$ cat src/rtl/hier_node_rr_aggregator_if.sv
// rtl/hier_node_rr_aggregator_if.sv - child fan-in and parent-facing stream bundle for the aggregator node
interface hier_node_rr_aggregator_if #(
    parameter int NUM_CHILD = 5,
    parameter int DATA_W    = 32,
    parameter int IDX_W     = $clog2(NUM_CHILD)
);
    logic [NUM_CHILD-1:0]        child_valid;
    logic [NUM_CHILD*DATA_W-1:0] child_data;
    logic [NUM_CHILD-1:0]        child_ready;
    logic                        out_valid;
    logic [DATA_W-1:0]           out_data;
    logic [IDX_W-1:0]            out_idx;
    logic                        out_ready;

    // The node itself: consumes child traffic, produces the parent stream.
    modport slave (
        input  child_valid,
        input  child_data,
        input  out_ready,
        output child_ready,
        output out_valid,
        output out_data,
        output out_idx
    );

    // Whatever drives the node: the children plus the parent's ready.
    modport master (
        output child_valid,
        output child_data,
        output out_ready,
        input  child_ready,
        input  out_valid,
        input  out_data,
        input  out_idx
    );
endinterface

$ cat src/rtl/hier_node_rr_aggregator.sv
// rtl/hier_node_rr_aggregator.sv - round-robin child fan-in with index-tagged FWFT output FIFO
module hier_node_rr_aggregator #(
    parameter int  NUM_CHILD  = 5,
    parameter int  DATA_W     = 32,
    parameter int  FIFO_DEPTH = 4,
    localparam int IDX_W      = $clog2(NUM_CHILD),
    localparam int LVL_W      = $clog2(FIFO_DEPTH + 1)
) (
    input  logic                    clk,
    input  logic                    rst_n,
    hier_node_rr_aggregator_if.slave bus,
    output logic [LVL_W-1:0]        fifo_level_o,
    output logic [15:0]             xfer_cnt_o
);
    localparam int PTR_W = $clog2(FIFO_DEPTH);
    localparam int ENT_W = IDX_W + DATA_W;

    logic [ENT_W-1:0]     mem_q [FIFO_DEPTH];
    logic [PTR_W-1:0]     wr_ptr_q, wr_ptr_d;
    logic [PTR_W-1:0]     rd_ptr_q, rd_ptr_d;
    logic [LVL_W-1:0]     level_q, level_d;
    logic [IDX_W-1:0]     rr_ptr_q, rr_ptr_d;
    logic [15:0]          xfer_cnt_q, xfer_cnt_d;

    logic                 grant_found;
    logic [IDX_W-1:0]     grant_idx;
    logic [DATA_W-1:0]    grant_data;
    logic [NUM_CHILD-1:0] child_ready;
    logic                 full;
    logic                 push;
    logic                 pop;
    logic                 out_valid;
    logic [ENT_W-1:0]     head;

    function automatic logic [IDX_W-1:0] wrap_idx(input logic [IDX_W-1:0] base, input int off);
        int s;
        s = int'(base) + off;
        if (s >= NUM_CHILD) s = s - NUM_CHILD;
        return IDX_W'(s);
    endfunction

    // First requesting child at or after rr_ptr, scanning with wrap.
    always_comb begin
        grant_found = 1'b0;
        grant_idx   = '0;
        for (int k = 0; k < NUM_CHILD; k++) begin
            if (!grant_found && bus.child_valid[wrap_idx(rr_ptr_q, k)]) begin
                grant_found = 1'b1;
                grant_idx   = wrap_idx(rr_ptr_q, k);
            end
        end
    end

    assign grant_data = bus.child_data[int'(grant_idx)*DATA_W +: DATA_W];
    assign full       = (level_q == LVL_W'(FIFO_DEPTH));
    assign out_valid  = (level_q != '0);

    // Full blocks the push even if the head pops this cycle.
    assign push = rst_n && grant_found && !full;
    assign pop  = out_valid && bus.out_ready;

    always_comb begin
        child_ready = '0;
        if (push) child_ready[grant_idx] = 1'b1;
    end

    always_comb begin
        wr_ptr_d   = wr_ptr_q;
        rd_ptr_d   = rd_ptr_q;
        level_d    = level_q;
        rr_ptr_d   = rr_ptr_q;
        xfer_cnt_d = xfer_cnt_q;
        if (push) begin
            wr_ptr_d = wr_ptr_q + PTR_W'(1);
            rr_ptr_d = (grant_idx == IDX_W'(NUM_CHILD - 1)) ? '0 : grant_idx + IDX_W'(1);
            if (xfer_cnt_q != 16'hFFFF) xfer_cnt_d = xfer_cnt_q + 16'd1;
        end
        if (pop) rd_ptr_d = rd_ptr_q + PTR_W'(1);
        case ({push, pop})
            2'b10:   level_d = level_q + LVL_W'(1);
            2'b01:   level_d = level_q - LVL_W'(1);
            default: level_d = level_q;
        endcase
    end

    always_ff @(posedge clk or negedge rst_n) begin
        if (!rst_n) begin
            wr_ptr_q   <= '0;
            rd_ptr_q   <= '0;
            level_q    <= '0;
            rr_ptr_q   <= '0;
            xfer_cnt_q <= '0;
        end else begin
            wr_ptr_q   <= wr_ptr_d;
            rd_ptr_q   <= rd_ptr_d;
            level_q    <= level_d;
            rr_ptr_q   <= rr_ptr_d;
            xfer_cnt_q <= xfer_cnt_d;
        end
    end

    // Storage needs no reset: nothing is visible until level says so.
    always_ff @(posedge clk) begin
        if (push) mem_q[wr_ptr_q] <= {grant_idx, grant_data};
    end

    assign head            = mem_q[rd_ptr_q];
    assign bus.child_ready = child_ready;
    assign bus.out_valid   = out_valid;
    assign bus.out_data    = out_valid ? head[DATA_W-1:0] : '0;
    assign bus.out_idx     = out_valid ? head[ENT_W-1:DATA_W] : '0;
    assign fifo_level_o    = level_q;
    assign xfer_cnt_o      = xfer_cnt_q;
endmodule

$ cat src/flat_wrapper.sv
// flat-port wrapper written by rule: the top's interface ports become plain ports
module hier_node_rr_aggregator_flat 
#(
    parameter int  NUM_CHILD  = 5,
    parameter int  DATA_W     = 32,
    parameter int  FIFO_DEPTH = 4,
    localparam int IDX_W      = $clog2(NUM_CHILD),
    localparam int LVL_W      = $clog2(FIFO_DEPTH + 1)
)
  (clk, rst_n, fifo_level_o, xfer_cnt_o, bus_child_valid, bus_child_data, bus_out_ready, bus_child_ready, bus_out_valid, bus_out_data, bus_out_idx);
  hier_node_rr_aggregator_if #(.NUM_CHILD(NUM_CHILD), .DATA_W(DATA_W)) bus_i ();
  input  logic clk;
  input  logic rst_n;
  output logic [LVL_W-1:0] fifo_level_o;
  output logic [15:0] xfer_cnt_o;
  input wire logic [$bits(bus_i.child_valid)-1:0] bus_child_valid;
  input wire logic [$bits(bus_i.child_data)-1:0] bus_child_data;
  input wire logic [$bits(bus_i.out_ready)-1:0] bus_out_ready;
  output wire logic [$bits(bus_i.child_ready)-1:0] bus_child_ready;
  output wire logic [$bits(bus_i.out_valid)-1:0] bus_out_valid;
  output wire logic [$bits(bus_i.out_data)-1:0] bus_out_data;
  output wire logic [$bits(bus_i.out_idx)-1:0] bus_out_idx;
  assign bus_i.child_valid = bus_child_valid;
  assign bus_i.child_data = bus_child_data;
  assign bus_i.out_ready = bus_out_ready;
  assign bus_child_ready = bus_i.child_ready;
  assign bus_out_valid = bus_i.out_valid;
  assign bus_out_data = bus_i.out_data;
  assign bus_out_idx = bus_i.out_idx;
  hier_node_rr_aggregator #(.NUM_CHILD(NUM_CHILD), .DATA_W(DATA_W), .FIFO_DEPTH(FIFO_DEPTH)) u_core (.clk(clk), .rst_n(rst_n), .bus(bus_i), .fifo_level_o(fifo_level_o), .xfer_cnt_o(xfer_cnt_o));
endmodule
$ cat config.mk
export PLATFORM = sky130hd
export DESIGN_NAME = hier_node_rr_aggregator_flat
export DESIGN_NICKNAME = d
export VERILOG_FILES = /design/src/rtl/hier_node_rr_aggregator_if.sv /design/src/rtl/hier_node_rr_aggregator.sv /design/src/flat_wrapper.sv
export SDC_FILE = /design/constraint.sdc
export NUM_CORES = 1
export LEC_CHECK = 0
export BUFFER_PORTS_ARGS = -buffer_cell sky130_fd_sc_hd__buf_4
export CAP_MARGIN = 25
export CORE_MARGIN = 10
export CORE_UTILIZATION = 45
export DETAILED_ROUTE_END_ITERATION = 10
export PLACE_DENSITY_LB_ADDON = 0.15
export SLEW_MARGIN = 40
export SYNTH_ARGS = -nofsm -noshare
export SYNTH_HDL_FRONTEND = slang
export SYNTH_SLANG_ARGS = --single-unit
$ cat constraint.sdc
create_clock -name clk -period 9.94 [get_ports clk]
set_input_delay 0.497 -clock clk [delete_from_list [all_inputs] [get_ports clk]]
set_output_delay 0.497 -clock clk [all_outputs]
set_load 0.02 [all_outputs]
* Word-level counts from Yosys, hierarchy flattened *
Memory sizes are Yosys's and may differ from the RTL's.
Index checks and enable logic that the tools add are counted.

operators by class
  order comparisons = 12
  muxes and demuxes = 34
  divide/modulo/power cells = 0
  eq/ne operators = 5
  reduce and logical (&&, ||, !) cells = 16
  add/subtract/negate cells = 15
  multiply operators = 0
  shift operators = 1
  bitwise gates (word level) = 0

operators by type and width
  operator                                                            count
  variable part select 160 x 9 -> 32 bit                              1
  two-way mux 3 bit                                                   12
  two-way mux 32 bit                                                  1
  < comparator 3 x 4 -> 1 bit (second input constant)                 6
  adder 16 x 1 -> 16 bit (second input constant)                      1
  greater-or-equal comparator 4 x 3 -> 1 bit (second input constant)  4
  != test 16 bit (second input constant)                              1
  binary-select mux 1 bit (select 3 bit)                              5
  subtractor 3 bit (second input constant)                            5
  two-way mux 1 bit                                                   13
  adder 3 x 2 -> 4 bit (second input constant)                        2
  logical AND 1 bit                                                   8
  adder 3 x 1 -> 3 bit (second input constant)                        2
  == test 3 bit (second input constant)                               2
  case mux 3 bit (2 select lines)                                     1
  logical NOT 1 bit                                                   5
  two-way mux 5 bit                                                   1
  adder 2 x 1 -> 2 bit (second input constant)                        2
  adder 3 x 1 -> 4 bit (second input constant)                        1
  adder 3 x 3 -> 4 bit (second input constant)                        1
  demux 1 bit (select 3 bit)                                          1
  greater-or-equal comparator 3 x 1 -> 1 bit (second input constant)  1
  greater-or-equal comparator 3 bit (second input constant)           1
  nonzero test 3 bit                                                  1
  other kinds (5)                                                     5

word-level totals
  bits in latches = 0
  memory bits (read-only) = 0
  register bits = 26
  logic and storage cells = 89
  bits of input ports = 168
  memories = 1
  output and inout bits = 60
  memory bits (writable) = 140

memories
  name          depth  width  rd ports  clocked after Yosys merged registers in  write ports  line                           RTL
  u_core.mem_q  4      35     1         0                                        1            hier_node_rr_aggregator.sv:18  logic [ENT_W-1:0] mem_q [FIFO_DEPTH];

* Longest topological paths before layout *
Gate-level depths: netlist of the first run.

  depth after elaboration = 22
  depth in mapped cells = 19
  gate-level depth less buffers = 16

* Least setup slack after synthesis of the first run *
Ideal clock, no wire load.

  path kind = reg2out
  start = register u_core.rr_ptr_q[1]
  end = output port bus_child_ready[3]
  data required time = 9443 ps
  setup slack = 5581 ps
  arrival time = 3862 ps
  buffers on the path = 4
  cell stages (with the launch flop) = 17
  path through = dfrtp_1 clkbuf_1 inv_1 ha_1 ha_1 clkbuf_1 nand3_1 o31ai_1 a221o_1 mux2i_1 mux2_2 o32ai_1 a21o_1 inv_2 buf_4 buf_6 nor3_1

between the ends
  cells in the longest elaborated chain, start to end = 22
  elaborated cells between the ends (all ways) = 55
  those cells by class = add/sub: 9; order compare: 7; mux: 28; reduce/logical: 11

ends and longest elaborated chain
  item                                                                                                                    line                           RTL
  from (decl)                                                                                                             hier_node_rr_aggregator.sv:22  logic [IDX_W-1:0] rr_ptr_q, rr_ptr_d;
  from (signal assigned)                                                                                                  hier_node_rr_aggregator.sv:97  rr_ptr_q <= rr_ptr_d;
  branches (longest 16 deep; another with adder 3 x 1 -> 4 bit)                                                           -
  two-way mux 3 bit (*)                                                                                                   hier_node_rr_aggregator.sv:47  if (!grant_found && bus.child_valid[wrap_idx(rr_ptr_q, k)]) begin
  via u_core.grant_idx[0]                                                                                                 hier_node_rr_aggregator.sv:26  logic [IDX_W-1:0] grant_idx;
  < comparator 3 x 4 -> 1 bit (not written as such) / greater-or-equal comparator 3 x 1 -> 1 bit (equally long branches)  hier_node_rr_aggregator.sv:64  if (push) child_ready[grant_idx] = 1'b1;
  logical AND 1 bit (not written as such)                                                                                 hier_node_rr_aggregator.sv:64
  two-way mux 1 bit (not written as such)                                                                                 hier_node_rr_aggregator.sv:64
  demux 1 bit (select 3 bit) (*)                                                                                          -
  two-way mux 5 bit (*)                                                                                                   hier_node_rr_aggregator.sv:64
  to (decl)                                                                                                               flat_wrapper.sv:19             output wire logic [$bits(bus_i.child_ready)-1:0] bus_child_ready;

Mark *: on every way through the listed nets, which the timed path passes. The select of a mux whose other input is x is not followed.

* Final worst setup path of the first run *
  start = register u_core.rr_ptr_q[1]
  end = output port bus_child_ready[0]

The elaborated chain is that of the path after synthesis.

==> out/results.ini, run 1 <==
[synthesis]
yosys.area.top_type_share_pct=46.5
synth_most_common_cell=edfxtp_1
async_flop_share_pct=15.7
synth_area_leaders=edfxtp_1 (46%), mux4_2 (9.7%), mux2i_1 (8.0%), dfrtp_1 (7.2%), o221ai_2 (4.6%)
synthFlopType=edfxtp_1
synth_area_um2=9050
yosys.area.top_type=edfxtp_1
synth.avg_cell_area_um2=14.2
synth_warnings=0
synth_edf_count=140
synth.distinct_cells=65
yosysSeqAreaShare_pct=53.7
synth_nets=822
synth_common_cells=edfxtp_1 (140), mux2i_1 (72), nand2_1 (56), and2_1 (46), mux4_2 (39)
ys_ff_latch=166
syn_inst=636

[floorplan]
io-pin-count=228
die_h_um=162
die-area_um2=26200
core_um2=19600
dieWidth_um=162
fp-row-count=51
start_util_pct=46.2

[sta]
fin_crit_sh_pct=56.8
min_period_ns=5.65
holdWs_ns=0.394
maxSlewHeadroom_pct=50.6
slew_violations=0
worst_pin_slew_ns=0.741
final_hold_viol_count=0
setup_viol=0
skew_ns=0.00984
rsz0062_at_grt=no
fin_tns_setup_ns=0
fmax_mhz=177

[cts]
cts_buffer_depth=2
numCtsBuffers=17
cts_hold_buf=1
cts_tree=yes
clock_latency_ns=0.43
htree_levels=4
cts_setup_buffers=0
clk_pin_slew_ns=0.06
cts-root-buf=clkbuf_16
cts_resized=0
clock-sinks=166

[drt]
totalWireLength_mm=25.0
routedWlPerCell_um=22.2
wl_met1_mm=10.7
met3WireLength_mm=1.57
drc=0
wl_met2_mm=12.4
drt_pass1_iterations=5
via_per_inst=5.67
drtAntennaViolNets=0
maxUsedRoutingLayer=met4
vias=6377
drtIter0Drc=417

[placed_design]
gp_congestion=0.861
placed_area_um2=10900
dp_hpwl_mm=17.0
io_buffers=227

[layout]
syn2layout_area_growth_pct=27.1
drive_gt1_share_pct=41.5
final_nets=1033
antenna_cells=0
design_area_um2=11500
n_fill_cell=1598

[run_status]
outcome=finished, final reports clean

[grt]
grt_max_degree=39
antenna_found_initial=0
grt_pass1_vias=7249
grt_pass1_wl_mm=39.5
track_usage_pct=19.0
overflow=0

[worst_setup_path]
crit_path_end_kind=output pin
cp_num_buf_inv=3
crit_slowest_cell=dfrtp_1
cp_top_family=buffers and inverters
cp-start-kind=flop
worst-path-max-fanout=31
cpPeakStageDelay_ns=0.70
cp.required_ns=9.44
cp_cell_sequence=inv_1, ha_1, ha_1, nand2b_1, mux2i_1, a221o_1, mux2i_1, mux2_2, o32ai_1, a21o_1, clkinv_2, nand2_1, nor2_1, buf_4
critPathKind=reg2out
crit_arrival_ns=5.15

[job]
drv_cap=0

[worst_hold_path]
hold_path_class=in2reg

-- sequential cells by signal (all words and copies together), names as in the netlist --
register / count
u_core.mem_q: 140
u_core.rd_ptr_q: 2
u_core.wr_ptr_q: 2
u_core.rr_ptr_q: 3
u_core.fifo_level_o: 3
u_core.xfer_cnt_o: 16
-- per-stage QoR --
step	util, %	instances	setup WS, ns
floorplan	-	636	5.58
global placement	55.6	1092	4.42
detailed placement	55.7	1092	4.09
CTS	58.7	1125	3.94
global route	58.7	1125	3.92
finish	58.7	1125	4.29
-- layer usage --
| metal | global-route usage [%] | vias to the layer above |
|---|---|---|
| met3 | 5.61 | 29 |
| met4 | 5.75 | 0 |
| li1 | - | 2890 |
| met5 | 0 | - |
| met2 | 31.7 | 222 |
| met1 | 23.2 | 3236 |
-- worst min-delay path, delay by kind of cell --
kind / cells / cell delay, ns
buffers and inverters: 1 / 0.08
AO/OA/AOI/OAI: 1 / 0.08
AND/OR/NAND/NOR: 1 / 0.05
-- cell usage in the layout (no fill, tap or decap), drive strengths merged, types with 14 or more instances in the layout --
cell / n
a21oi: 15
and2: 46
buf: 232
clkbuf: 22
dfrtp: 26
edfxtp: 140
ha: 16
inv: 14
mux2i: 72
mux4: 39
nand2: 57
nor2: 16
o221ai: 33
xnor2: 19
-- cell families after synthesis --
family | count (synthesis) | share of synthesized area (%)
buffers and inverters | 56 | 3.18
AND/OR/NAND/NOR | 173 | 10.4
multiplexers | 119 | 18.7
adder cells (fa/ha/maj) | 18 | 2.66
XOR/XNOR | 26 | 2.52
flip-flops | 166 | 53.7
AO/OA/AOI/OAI | 78 | 8.95
-- path summary, 6_finish.rpt --
path                                                        from                               end  slack (ns)  depth (start not counted)
worst max-delay path              u_core.rr_ptr_q[1]$_DFFE_PN0P_                bus_child_ready[0]        4.29                         14
worst min-delay path                         bus_child_data[130]      u_core.mem_q[3][2]$_DFFE_PP_        0.39                          3
worst max register to register    u_core.rr_ptr_q[1]$_DFFE_PN0P_     u_core.mem_q[0][24]$_DFFE_PP_        4.43                         14
worst min register to register  u_core.xfer_cnt_o[6]$_DFFE_PN0P_  u_core.xfer_cnt_o[6]$_DFFE_PN0P_        0.50                          1
max in group asynchronous                                  rst_n    u_core.rd_ptr_q[1]$_DFFE_PN0P_        9.13                          2
min in group asynchronous                                  rst_n  u_core.xfer_cnt_o[2]$_DFFE_PN0P_        0.51                          2
-- cell type report --
type,instances,area (um2),share of cell area [%]
timing repair buffer,233,1750,15.2
clock buffer,22,454,3.95
multi-input combinational,414,3910,34.0
sequential,166,4860,42.3
inverter,15,58.8,0.512
clock inverter,10,125,1.09
tap,265,332,2.88
Power of run 1 is not shown: default switching activity piles up to over one toggle a cycle in this logic, so the estimate is an artifact.
==> inputs of run 2 (changes only) <==
--- a/config.mk
+++ b/config.mk
@@ -5,6 +5,7 @@
 export SDC_FILE = /design/constraint.sdc
 export NUM_CORES = 1
 export LEC_CHECK = 0
+export ABC_AREA = 1
 export BUFFER_PORTS_ARGS = -buffer_cell sky130_fd_sc_hd__buf_4
 export CAP_MARGIN = 25
 export CORE_MARGIN = 10
==> constraint.sdc (replaced) <==
create_clock -name clk -period 5.6 [get_ports clk]
set_input_delay 0.28 -clock clk [delete_from_list [all_inputs] [get_ports clk]]
set_output_delay 0.28 -clock clk [all_outputs]
set_load 0.02 [all_outputs]
==> out/results.ini, run 2 <==
[sta]
setup_viol=0  ; unchanged
slew_violations=0  ; unchanged
worst_pin_slew_ns=0.844  ; +0.103 ns
fin_crit_sh_pct=75.2
min_period_ns=4.21
skew_ns=0.0114  ; +0.00152 ns
maxSlewHeadroom_pct=43.7  ; -6.8 points
rsz0062_at_grt=no
fmax_mhz=237
setup_slack_ns=1.39  ; -2.90 ns
final_hold_viol_count=0  ; unchanged
fin_tns_setup_ns=0  ; unchanged

[grt]
antenna_found_initial=0  ; unchanged
track_usage_pct=20.2  ; +1.2 points
grt_pass1_vias=8214  ; +13%
grt_pass1_wl_mm=46.1  ; +17%
overflow=0  ; unchanged
grt_max_degree=73  ; +87%

[cts]
cts_buffer_depth=2  ; unchanged
htree_levels=4  ; unchanged
clk_pin_slew_ns=0.07  ; about the same
clock_latency_ns=0.42  ; about the same
numCtsBuffers=17  ; unchanged
cts_tree=yes
cts-root-buf=clkbuf_16
clock-sinks=166  ; unchanged

[placed_design]
dp_worst_setup_slack_ns=1.43  ; -2.66 ns
io_buffers=227  ; unchanged
placedCellCount=1597  ; +46%
dp_hpwl_mm=20.1  ; +18%
gp_congestion=0.946  ; +9.9%

[synthesis]
synth_area_leaders=edfxtp_1 (43%), nand3_1 (7.2%), nand2_1 (6.7%), dfrtp_1 (6.6%), nor2_1 (6.4%)
synth_common_cells=nand2_1 (176), nor2_1 (167), nand3_1 (141), edfxtp_1 (140), inv_1 (137)
synth_nets=1325  ; +61%
synth_warnings=0  ; unchanged
yosys.area_share.simple_pct=29.7  ; +19 points
synth_xor_area_share_pct=1.86  ; -0.66 points
syn_inst=1139  ; +79%
synth.distinct_cells=44  ; -32%
synth_edf_count=140  ; unchanged
synth_top_family_by_area=simple AND/OR/NAND/NOR gates
yosysSeqAreaShare_pct=49.5  ; -4.2 points
synth_compound_area_share_pct=7.30  ; -1.7 points
synth.avg_cell_area_um2=8.61  ; -39%
async_flop_share_pct=15.7  ; unchanged
yosys.area.top_type=edfxtp_1
synth_fa_ha_area_share_pct=2.45  ; -0.21 points
ys_ff_latch=166  ; unchanged
synth_area_um2=9810  ; +8.4%
synth_mux_area_share_pct=0  ; -19 points
synthFlopType=edfxtp_1
synth_most_common_cell=nand2_1
yosys.area.top_type_share_pct=42.9  ; -3.6 points

[drt]
drt_pass1_iterations=5  ; unchanged
routedWlPerCell_um=17.8  ; -20%
vias=8525  ; +34%
via_per_inst=5.23  ; -7.7%
totalWireLength_mm=29.1  ; +16%
drc=0  ; unchanged
drtIter0Drc=780  ; +87%
drtAntennaViolNets=0  ; unchanged

[worst_setup_path]
worst-path-max-fanout=39  ; +26%
cp_num_buf_inv=5  ; +2
cp_top_family=simple AND/OR/NAND/NOR gates
critPathKind=reg2out
cpPeakStageDelay_ns=0.56  ; -0.14 ns
cp_common_cell=inv_1
cp-start-kind=flop
crit_arrival_ns=3.93  ; -1.22 ns
crit_slowest_cell=dfrtp_1
crit_path_end_kind=output pin
cp.required_ns=5.32  ; -4.12 ns
cp_cell_sequence=inv_4, ha_1, inv_1, fa_1, inv_1, nand2_1, o21ai_1, inv_1, nand3_1, nand3_1, o21ai_2, nand4_4, nor2_8, nand2_2, nand2_4, nand2_1, nor2_1, buf_4

[floorplan]
die-area_um2=28100  ; +7.4%
core_um2=21200  ; +8.3%
die_h_um=168  ; +3.6%
io-pin-count=228  ; unchanged
start_util_pct=46.2  ; +0.049 points
fp-row-count=53  ; +3.9%
dieWidth_um=168  ; +3.6%

[job]
drv_cap=0  ; unchanged

[layout]
drive_gt1_share_pct=26.1  ; -15 points
antenna_cells=0  ; unchanged
fin_util_pct=57.8  ; -0.85 points
final_cell_mix=buf_4 (240), nand2_1 (176), nor2_1 (163), nand3_1 (141), edfxtp_1 (140)
finalNonFillerCells=1630  ; +45%
final_nets=1528  ; +48%
largest_reg_flops=140  ; unchanged
largest-register=u_core.mem_q
layout_commonest_cell=buf_4
syn2layout_area_growth_pct=25.1

[worst_hold_path]
hold_path_class=in2reg

[run_status]
outcome=finished, final reports clean

## run 2: cell count changes after synthesis, moves of 29 or more
cell | before | now
inv_1 | 12 | 137
nand2_1 | 56 | 176
and2_1 | 46 | 1
mux4_2 | 39 | 0
nand3b_1 | 3 | 32
o21ai_0 | 2 | 79
nor2_1 | 16 | 167
mux2i_1 | 72 | 0
nand3_1 | 9 | 141
## run 2: timing repair
item,4_1_cts,5_1_grt
hold buffers,1,0
hold endpoints to repair,26,0
gates resized for setup,0,0
buffers inserted,0,0
## run 2: tightest hold or removal path, cell delays in order
cell and delay [ns]:
buf_4 0.08, nand2_1 0.04, nand3_1 0.12
## run 2: cell type report
cell class              count  area, um2
fillers                  1931       8950
clock inverters            15        164
clock buffers              17        425
repair buffers            242       1830
multi-input cells         767       4090
flip-flops and latches    166       4860
inverters                 148        563
well taps                 275        344
## run 2: cells by family (layout without fill, tap and decap cells)
| group | after synthesis | after routing |
|---|---|---|
| AND/OR/NAND/NOR | 594 | 594 |
| buffers and inverters | 206 | 422 |
| flip-flops | 166 | 166 |
| AO/OA/AOI/OAI | 135 | 135 |
| XOR/XNOR | 20 | 20 |
| adder cells (fa/ha/maj) | 18 | 18 |
## run 2: metal layers
metal	global-route usage, %	wire [um]
met2	32.5	13700
met1	26.8	12900
met3	4.94	2150
met4	4.81	342
met5	0	0
## run 2: final timing paths
kind	from	to	slack [ns]	depth (start not counted)
worst max-delay path	u_core.rr_ptr_q[0]$_DFFE_PN0P_	bus_child_ready[2]	1.39	18
worst min-delay path	bus_child_data[140]	u_core.mem_q[1][12]$_DFFE_PP_	0.22	3
worst max register to register	u_core.rr_ptr_q[0]$_DFFE_PN0P_	u_core.fifo_level_o[2]$_DFFE_PN0P_	1.41	22
worst min register to register	u_core.xfer_cnt_o[8]$_DFFE_PN0P_	u_core.xfer_cnt_o[8]$_DFFE_PN0P_	0.50	1
max in group asynchronous	rst_n	u_core.rd_ptr_q[0]$_DFFE_PN0P_	4.98	2
min in group asynchronous	rst_n	u_core.xfer_cnt_o[8]$_DFFE_PN0P_	0.31	2
## run 2: metrics by stage
stage | hold WS, ns | cell area [um2]
3_3_place_gp | 0.231 | 11700
3_5_place_dp | 0.236 | 11700
5_1_grt | 0.235 | 12300
4_1_cts | 0.204 | 12300
2_1_floorplan | -0.0156 | 9810
6_report | 0.222 | 12300
Power of run 2 is left out for the same reason.
==> inputs of run 3 (changes only) <==
==> constraint.sdc (replaced) <==
create_clock -name clk -period 3.8 [get_ports clk]
set_input_delay 0.19 -clock clk [delete_from_list [all_inputs] [get_ports clk]]
set_output_delay 0.19 -clock clk [all_outputs]
set_load 0.02 [all_outputs]
==> out/results.ini, run 3 (synthesis gave the netlist of run 2 again) <==
[grt]
overflow=0  ; unchanged
track_usage_pct=20.2  ; about the same
grt_max_degree=72  ; -1.4%
antenna_found_initial=1  ; +1
grt_pass1_wl_mm=46.0  ; -0.24%
grt_pass1_vias=8287  ; +0.89%

[drt]
routedWlPerCell_um=18.1  ; +1.7%
drtIter0Drc=820  ; +5.1%
drc=0  ; unchanged
vias=8683  ; +1.9%
totalWireLength_mm=29.9  ; +3.0%
drt_pass1_iterations=6  ; +1
via_per_inst=5.26  ; +0.62%
drtAntennaViolNets=0  ; unchanged

[layout]
largest_reg_flops=140  ; unchanged
layout_commonest_cell=buf_4
syn2layout_area_growth_pct=27.6
finalNonFillerCells=1650  ; +1.2%
drive_gt1_share_pct=27.8  ; +1.8 points
final_nets=1547  ; +1.2%
final_cell_mix=buf_4 (254), nand2_1 (173), nor2_1 (161), nand3_1 (140), edfxtp_1 (140)
fin_util_pct=59.0  ; +1.1 points
largest-register=u_core.mem_q

[worst_setup_path]
cp.required_ns=3.61  ; -1.71 ns
crit_slowest_cell=dfrtp_1
cp_cell_sequence=inv_4, ha_1, inv_1, fa_1, inv_1, nand2_2, o21ai_2, buf_4, nand3_1, nand2_1, nand2_1, nand2_1, nand3_2, nand3_1, nand2_1, nand2_2, nand2_8, buf_12, nand2_1, nor2_2, buf_4
cp-start-kind=flop
worst-path-max-fanout=12  ; -69%
rrSetupSlack_ns=0.23  ; -1.18 ns
critPathKind=reg2out
crit_path_end_kind=output pin
crit_arrival_ns=3.52  ; -0.41 ns
cp_common_cell=nand2_1
cpPeakStageDelay_ns=0.41  ; -0.15 ns
cp_num_buf_inv=6  ; +1
cp_top_family=simple AND/OR/NAND/NOR gates

[sta]
maxSlewHeadroom_pct=46.9  ; +3.2 points
skew_ns=0.0112  ; -0.000190 ns
holdWs_ns=0.139  ; -0.0830 ns
slew_violations=0  ; unchanged
min_period_ns=3.71
setup_viol=0  ; unchanged
fmax_mhz=270
worst_pin_slew_ns=0.796  ; -0.0474 ns
final_hold_viol_count=0  ; unchanged
fin_crit_sh_pct=97.5
setup_slack_ns=0.0934  ; -1.29 ns

[worst_hold_path]
hold_path_class=in2reg

[placed_design]
gp_congestion=0.953  ; +0.68%
io_buffers=227  ; unchanged
dp_hpwl_mm=20.7  ; +3.2%
placedCellCount=1609  ; +0.75%
dp_worst_setup_slack_ns=0.123  ; -1.31 ns

[cts]
cts_tree=yes
cts-root-buf=clkbuf_16
htree_levels=4  ; unchanged
numCtsBuffers=17  ; unchanged
clk_pin_slew_ns=0.07  ; about the same
cts_buffer_depth=2  ; unchanged
clock_latency_ns=0.42  ; about the same
clock-sinks=166  ; unchanged

[job]
drv_cap=0  ; unchanged

[floorplan]
die-area_um2=28100  ; unchanged
dieWidth_um=168  ; unchanged
core_um2=21200  ; unchanged
start_util_pct=46.2  ; unchanged
die_h_um=168  ; unchanged
fp-row-count=53  ; unchanged
io-pin-count=228  ; unchanged

[run_status]
outcome=finished, final reports clean

-- run 3: changes by cell type in the layout (fill, tap and decap cells not counted), sizes merged --
cell,before,now
clkinvlp,0,2
clkbuf,17,20
diode,0,1
buf,241,259
inv,153,151
clkinv,9,6
bufinv,1,2
-- run 3: area by class of cell --
| type | instances | area (um2) |
|---|---|---|
| inverters | 148 | 566 |
| repair buffers | 261 | 2020 |
| clock buffers | 19 | 433 |
| fillers | 1925 | 8710 |
| well taps | 275 | 344 |
| flip-flops and latches | 166 | 4860 |
| multi-input cells | 767 | 4140 |
| diodes | 1 | 2.50 |
| clock inverters | 13 | 145 |
-- run 3: final timing paths --
| check | startpoint | endpoint | cells past startpoint |
|---|---|---|---|
| max | u_core.rr_ptr_q[0]$_DFFE_PN0P_ | bus_child_ready[2] | 21 |
| min | bus_child_data[132] | u_core.mem_q[1][4]$_DFFE_PP_ | 3 |
| max reg2reg | u_core.rr_ptr_q[0]$_DFFE_PN0P_ | u_core.mem_q[2][23]$_DFFE_PP_ | 20 |
| min reg2reg | u_core.xfer_cnt_o[8]$_DFFE_PN0P_ | u_core.xfer_cnt_o[8]$_DFFE_PN0P_ | 1 |
| max in group asynchronous | rst_n | u_core.rd_ptr_q[0]$_DFFE_PN0P_ | 2 |
| min in group asynchronous | rst_n | u_core.xfer_cnt_o[7]$_DFFE_PN0P_ | 2 |
-- run 3: worst register-to-register path, cell delays in order (launching register included) --
cell	delay, ns
dfrtp_1	0.41
inv_4	0.09
ha_1	0.15
inv_1	0.05
fa_1	0.41
inv_1	0.11
nand2_2	0.10
o21ai_2	0.23
inv_1	0.11
nand3_1	0.11
nand3_2	0.09
o21ai_4	0.11
nand3_4	0.10
nor2_2	0.12
nand2_1	0.11
nand3_2	0.11
nand2_4	0.09
inv_2	0.35
buf_12	0.25
nand3_1	0.14
nand3_1	0.18
-- run 3: stage by stage --
stage	TNS, ns	area [um2]
4_1_cts	0	12400
3_3_place_gp	0	11800
3_5_place_dp	0	11800
2_1_floorplan	-76.58	9810
6_report	0	12500
5_1_grt	-0.0560	12500
-- run 3: layer usage --
layer	global-route usage (%)	wire, um	vias to the layer above
met5	0	0	-
met1	26.2	12800	4032
met4	5.79	447	0
met2	32.1	14000	402
li1	-	-	4215
met3	5.76	2770	34
-- run 3: repair_timing --
action	in CTS	in global routing
hold buffers	1	0
setup endpoints to repair	3	134
resized for setup	6	15
pin swaps	0	1
buffers inserted	0	6
endpoints found under the hold margin	26	0
gates cloned	0	1
Power of run 3 is left out for the same reason.
